**config.mk**
```make
export PLATFORM = sky130hd
export DESIGN_NAME = textram_arbiter
export DESIGN_NICKNAME = d
export VERILOG_FILES = /design/src/rtl/textram_arbiter.sv
export SDC_FILE = /design/constraint.sdc
export NUM_CORES = 1
export LEC_CHECK = 0
export BUFFER_PORTS_ARGS = -buffer_cell sky130_fd_sc_hd__buf_2
export CORE_MARGIN = 4
export CORE_UTILIZATION = 47
export DETAILED_ROUTE_END_ITERATION = 6
export SKIP_LAST_GASP = 1
export SLEW_MARGIN = 20
export SYNTH_ARGS = -nofsm -noshare
export SYNTH_HDL_FRONTEND = slang
export SYNTH_SLANG_ARGS = --single-unit
```
**constraint.sdc**
```tcl
create_clock -name CLK_108MHz -period 10.7 [get_ports CLK_108MHz]
set_input_delay 1.07 -clock CLK_108MHz [delete_from_list [all_inputs] [get_ports CLK_108MHz]]
set_output_delay 1.07 -clock CLK_108MHz [all_outputs]
set_load 0.005 [all_outputs]
```
**src/rtl/textram_arbiter.sv**
```systemverilog
// Single-port text RAM arbiter: display reads win, then clear-screen fill, then buffered host writes.
// Optional sticky FIFO overflow flag is built when TEXTRAM_ARB_OVF_EN is defined.
module textram_arbiter #(
    parameter int         FIFO_DEPTH = 8,
    parameter logic [7:0] CLEAR_CHAR = 8'h20
) (
    input  logic        CLK_108MHz,
    input  logic        reset,
    input  logic [15:0] disp_addr,
    input  logic        disp_req,
    input  logic        host_wr_valid,
    input  logic [15:0] host_wr_addr,
    input  logic [7:0]  host_wr_data,
    output logic        host_wr_ready,
    input  logic        clear_req,
    input  logic [7:0]  max_rows,
    input  logic [7:0]  max_columns,
    output logic [15:0] ram_addr,
    output logic        ram_we,
    output logic [7:0]  ram_wdata,
    output logic        clearing,
    output logic        clear_done,
    output logic        fifo_ovf
);

    localparam int AW = $clog2(FIFO_DEPTH);
    localparam int CW = AW + 1;

    typedef enum logic [1:0] {S_IDLE, S_CLEAR, S_DONE} sq_state_t;

    sq_state_t     state, state_nxt;
    logic [15:0]   limit, clr_ptr, clear_len;
    logic [23:0]   fifo_mem [FIFO_DEPTH];
    logic [AW-1:0] wr_ptr, rd_ptr;
    logic [CW-1:0] count;
    logic          full, empty, push, pop, grant_clear, start_clear;

    logic [15:0]   ram_addr_nxt;
    logic          ram_we_nxt;
    logic [7:0]    ram_wdata_nxt;
    logic          clearing_nxt, clear_done_nxt;

    assign clear_len     = {8'd0, max_rows} * {8'd0, max_columns};
    assign full          = (count == CW'(FIFO_DEPTH));
    assign empty         = (count == '0);
    assign host_wr_ready = !full;
    assign push          = host_wr_valid && !full;
    assign grant_clear   = !disp_req && (state == S_CLEAR);
    assign pop           = !disp_req && (state == S_IDLE) && !empty;
    assign start_clear   = (state == S_IDLE) && clear_req;

    // Sequencer state register, latched clear length and fill pointer
    always_ff @(posedge CLK_108MHz) begin
        if (reset) begin
            state   <= S_IDLE;
            limit   <= '0;
            clr_ptr <= '0;
        end else begin
            state <= state_nxt;
            if (start_clear) begin
                limit   <= clear_len;
                clr_ptr <= '0;
            end else if (grant_clear) begin
                clr_ptr <= clr_ptr + 16'd1;
            end
        end
    end

    always_comb begin
        state_nxt = state;
        case (state)
            S_IDLE: begin
                if (clear_req)
                    state_nxt = (clear_len == 16'd0) ? S_DONE : S_CLEAR;
            end
            S_CLEAR: begin
                if (grant_clear && (clr_ptr == limit - 16'd1))
                    state_nxt = S_DONE;
            end
            S_DONE:  state_nxt = S_IDLE;
            default: state_nxt = S_IDLE;
        endcase
    end

    always_comb begin
        ram_addr_nxt   = ram_addr;
        ram_we_nxt     = 1'b0;
        ram_wdata_nxt  = ram_wdata;
        clearing_nxt   = (state == S_CLEAR);
        clear_done_nxt = (state == S_DONE);
        if (disp_req) begin
            ram_addr_nxt = disp_addr;
        end else if (grant_clear) begin
            ram_addr_nxt  = clr_ptr;
            ram_we_nxt    = 1'b1;
            ram_wdata_nxt = CLEAR_CHAR;
        end else if (pop) begin
            ram_addr_nxt  = fifo_mem[rd_ptr][23:8];
            ram_we_nxt    = 1'b1;
            ram_wdata_nxt = fifo_mem[rd_ptr][7:0];
        end
    end

    always_ff @(posedge CLK_108MHz) begin
        if (reset) begin
            ram_addr   <= '0;
            ram_we     <= 1'b0;
            ram_wdata  <= '0;
            clearing   <= 1'b0;
            clear_done <= 1'b0;
        end else begin
            ram_addr   <= ram_addr_nxt;
            ram_we     <= ram_we_nxt;
            ram_wdata  <= ram_wdata_nxt;
            clearing   <= clearing_nxt;
            clear_done <= clear_done_nxt;
        end
    end

    // Host write FIFO; storage needs no reset since count gates every read
    always_ff @(posedge CLK_108MHz) begin
        if (push)
            fifo_mem[wr_ptr] <= {host_wr_addr, host_wr_data};
    end

    always_ff @(posedge CLK_108MHz) begin
        if (reset) begin
            wr_ptr <= '0;
            rd_ptr <= '0;
            count  <= '0;
        end else begin
            if (push)
                wr_ptr <= wr_ptr + 1'b1;
            if (pop)
                rd_ptr <= rd_ptr + 1'b1;
            case ({push, pop})
                2'b10:   count <= count + 1'b1;
                2'b01:   count <= count - 1'b1;
                default: count <= count;
            endcase
        end
    end

`ifdef TEXTRAM_ARB_OVF_EN
    always_ff @(posedge CLK_108MHz) begin
        if (reset)
            fifo_ovf <= 1'b0;
        else if (host_wr_valid && full)
            fifo_ovf <= 1'b1;
    end
`else
    assign fifo_ovf = 1'b0;
`endif

endmodule

```
==> impl_metrics.tcl <==
set metrics [dict create \
    skew_ps 12.7 \
    synth-seq-cells 266 \
    cp_max_fo 8 \
    ys.flop_type "edfxtp_1" \
    synth_top_area_share_pct 44.1 \
    die_height_um 175 \
    max_freq_mhz 198 \
    path_class "input pin to flop" \
    h-tree-depth 1 \
    slew_viol_final 0 \
    rows 60 \
    drtAntennaViolNets 0 \
    cts_buffers 29 \
    grt_pass1_vias 8276 \
    critical_path_required_ps 11140 \
    clock_latency_ps 560 \
    cts.sinks 266 \
    synth.most_common_cell "edfxtp_1" \
    grt_pass1_wl_um 45500 \
    worst_slew_pin_slew_ps 919 \
    wire_per_inst_um 18.9 \
    fin_crit_sh_pct 47.2 \
    cts-resized-gates 0 \
    area_growth_syn_to_layout_pct 13.9 \
    critPathLaunch "max_rows[6]" \
    hp-start "rd_ptr[1]" \
    grt_max_degree 49 \
    hold_viol 0 \
    cp-start-kind "input pin" \
    path_clk_slew_ps 70 \
    p_leak_nw 5.45 \
    cts_buffer_depth 3 \
    overflow 0 \
    yosysWarningCount 0 \
    via_count 8121 \
    hpwl_um 18500 \
    cts_setup_buffers 0 \
    avgSynthCellArea_sq_um 12.9 \
    antenna_found_initial 4 \
    hp-class "flop to flop" \
    drtPass1Iterations 5 \
    synth_top_area_cell "edfxtp_1" \
    worst-endpoint-arrival_ps 5480 \
    gp_congestion 0.836 \
    cap_violations 0 \
    cp-end-kind "flop" \
    die-area_sq_um 30600 \
    fin_crit_ps 5050 \
    synth_edf_count 192 \
    coreArea_sq_um 27200 \
    io_pins 90 \
    drt-vias-per-instance 5.45 \
    outcome "completed" \
    max_slew_margin_pct 38.6 \
    cts_hold_buf 0 \
    synth_area_leaders "edfxtp_1, dfxtp_1, mux4_2, fa_1, ha_1" \
    layout-drive-gt1-share_pct 19.3 \
    rsz0062_at_grt "false" \
    final_util_pct 54.8 \
    cts_root_buf "clkbuf_16" \
    start_util_pct 48.1 \
    synth_cell_types 65 \
    synth_commonest_cells "edfxtp_1, nand2_1, nor2_1, dfxtp_1, inv_1" \
    diodes 0 \
    netlist_area_sq_um 13100 \
    nets 1236 \
    seq_area_frac_synth_pct 55.4 \
    grt_usage_pct 18.6 \
    portBuffers 88 \
    synth_nets 1152 \
    syn_inst 1011 \
    async_reset_ff_share_pct 0 \
    ir_drop_uv 135 \
    drc_errors 0 \
    setup_violations 0 \
    drt_wl_total_um 28200 \
    cts_tree "built" \
    setup_tns_ps 0 \
    p_per_area_nw_per_um2 215 \
    drt_iter0_drc 410 \
    reg2reg_from "count[0]" \
    fp.dieW_um 175 \
]
==> worst max-delay path, stage by stage <==
cell and delay (ps):
buf_2 140, and2_1 180, fa_1 530, inv_1 60, fa_1 550, fa_1 430
fa_1 480, inv_1 40, ha_1 360, and3_1 180, a21oi_1 50, a31oi_1 400
xnor2_1 220, or4bb_1 510, nor4_1 190, o2bb2ai_1 100
==> stage by stage <==
stage	area [sq um]	total power, mW	cells	hold slack, ps	setup slack [ps]
floorplan	13100	1.99	1011	446	5500
global placement	13900	2.24	1434	465	5160
detailed placement	13900	2.25	1434	465	5130
CTS	14900	3.22	1487	474	5680
global route	14900	3.40	1489	502	5310
finish	14900	3.20	1489	471	5650
==> cell usage in the layout, fill, tap and decap left out, types with 4 or more instances in the layout <==
cell        Yosys  layout
ha_1           43      43
mux2i_1        29      29
o21ai_0        14      14
clkbuf_1       32       4
a21oi_1        48      48
or2_2           4       4
a31oi_1         9       9
nor4_1          6       5
nand2_1        86      86
nor3_2          0       5
buf_4           2      10
fa_1           37      37
xnor2_1        18      18
buf_2           4      88
mux4_2         48      48
o211ai_1       14      14
nand2b_1        5       5
nor3_1         22      17
edfxtp_1      192     192
inv_1          65      65
nand4_1         9       9
nand3_1        15      15
clkinvlp_4      0       4
clkinv_1        0       4
a22o_1          7       7
clkbuf_16       0      29
nor2_1         77      74
and3_1          7       7
xor2_1         30      30
clkinv_2        0       4
or3_1           8       8
a211oi_1        6       6
and2_1         39      39
nand3b_1        5       5
dfxtp_1        74      71
nor2b_1         4       4
==> flip-flops by register name, summed over array words and instances, names as in the netlist, 2 cells and up, named ones only <==
name / cells
ram_wdata: 8
state: 2
ram_addr: 16
count: 4
fifo_mem: 192
limit: 16
wr_ptr: 3
rd_ptr: 3
clr_ptr: 16
==> per-layer routing <==
layer / GRT usage (%) / vias to the layer above / share of wire (%)
li1: - / 3857 / -
met2: 31.5 / 161 / 49
met4: 4.98 / 8 / 2.6
met1: 25.4 / 4037 / 44
met3: 2.79 / 58 / 4.2
met5: 0 / - / 0.17
==> final timing paths <==
kind,to,slack [ps],cells after the start
worst min-delay path,flop,470,2
worst min register to register,flop,470,2
worst max-delay path,state[0],5650,16
worst max register to register,count[3],7310,12
==> power breakdown <==
part	leakage, nW	switching [mW]	internal [mW]
Clock	0.450	0.418	0.555
Sequential	2.35	0.0825	1.18
Combinational	2.65	0.524	0.438
==> cells by family (layout without fill, tap and decap cells) <==
kind of cell             Yosys count  after routing  synth area share [%]
AND/OR/NAND/NOR                  300            300                  11.3
flip-flops                       266            266                  55.4
AO/OA/AOI/OAI                    124            124                  6.13
buffers and inverters            112            218                  3.37
adder cells (fa/ha/maj)           80             80                  9.78
multiplexers                      80             80                  10.7
XOR/XNOR                          48             48                  3.21
other                              1              1                0.0287
==> final cells by class <==
| cell class | count | area, sq um |
|---|---|---|
| Fill cell | 2273 | 12300 |
| Clock buffer | 33 | 741 |
| Inverter | 65 | 244 |
| Clock inverter | 20 | 201 |
| Tap cell | 372 | 465 |
| Multi-Input combinational cell | 633 | 5430 |
| Sequential cell | 266 | 7250 |
| Timing Repair Buffer | 100 | 563 |
Power figures use the tool's default switching activity.
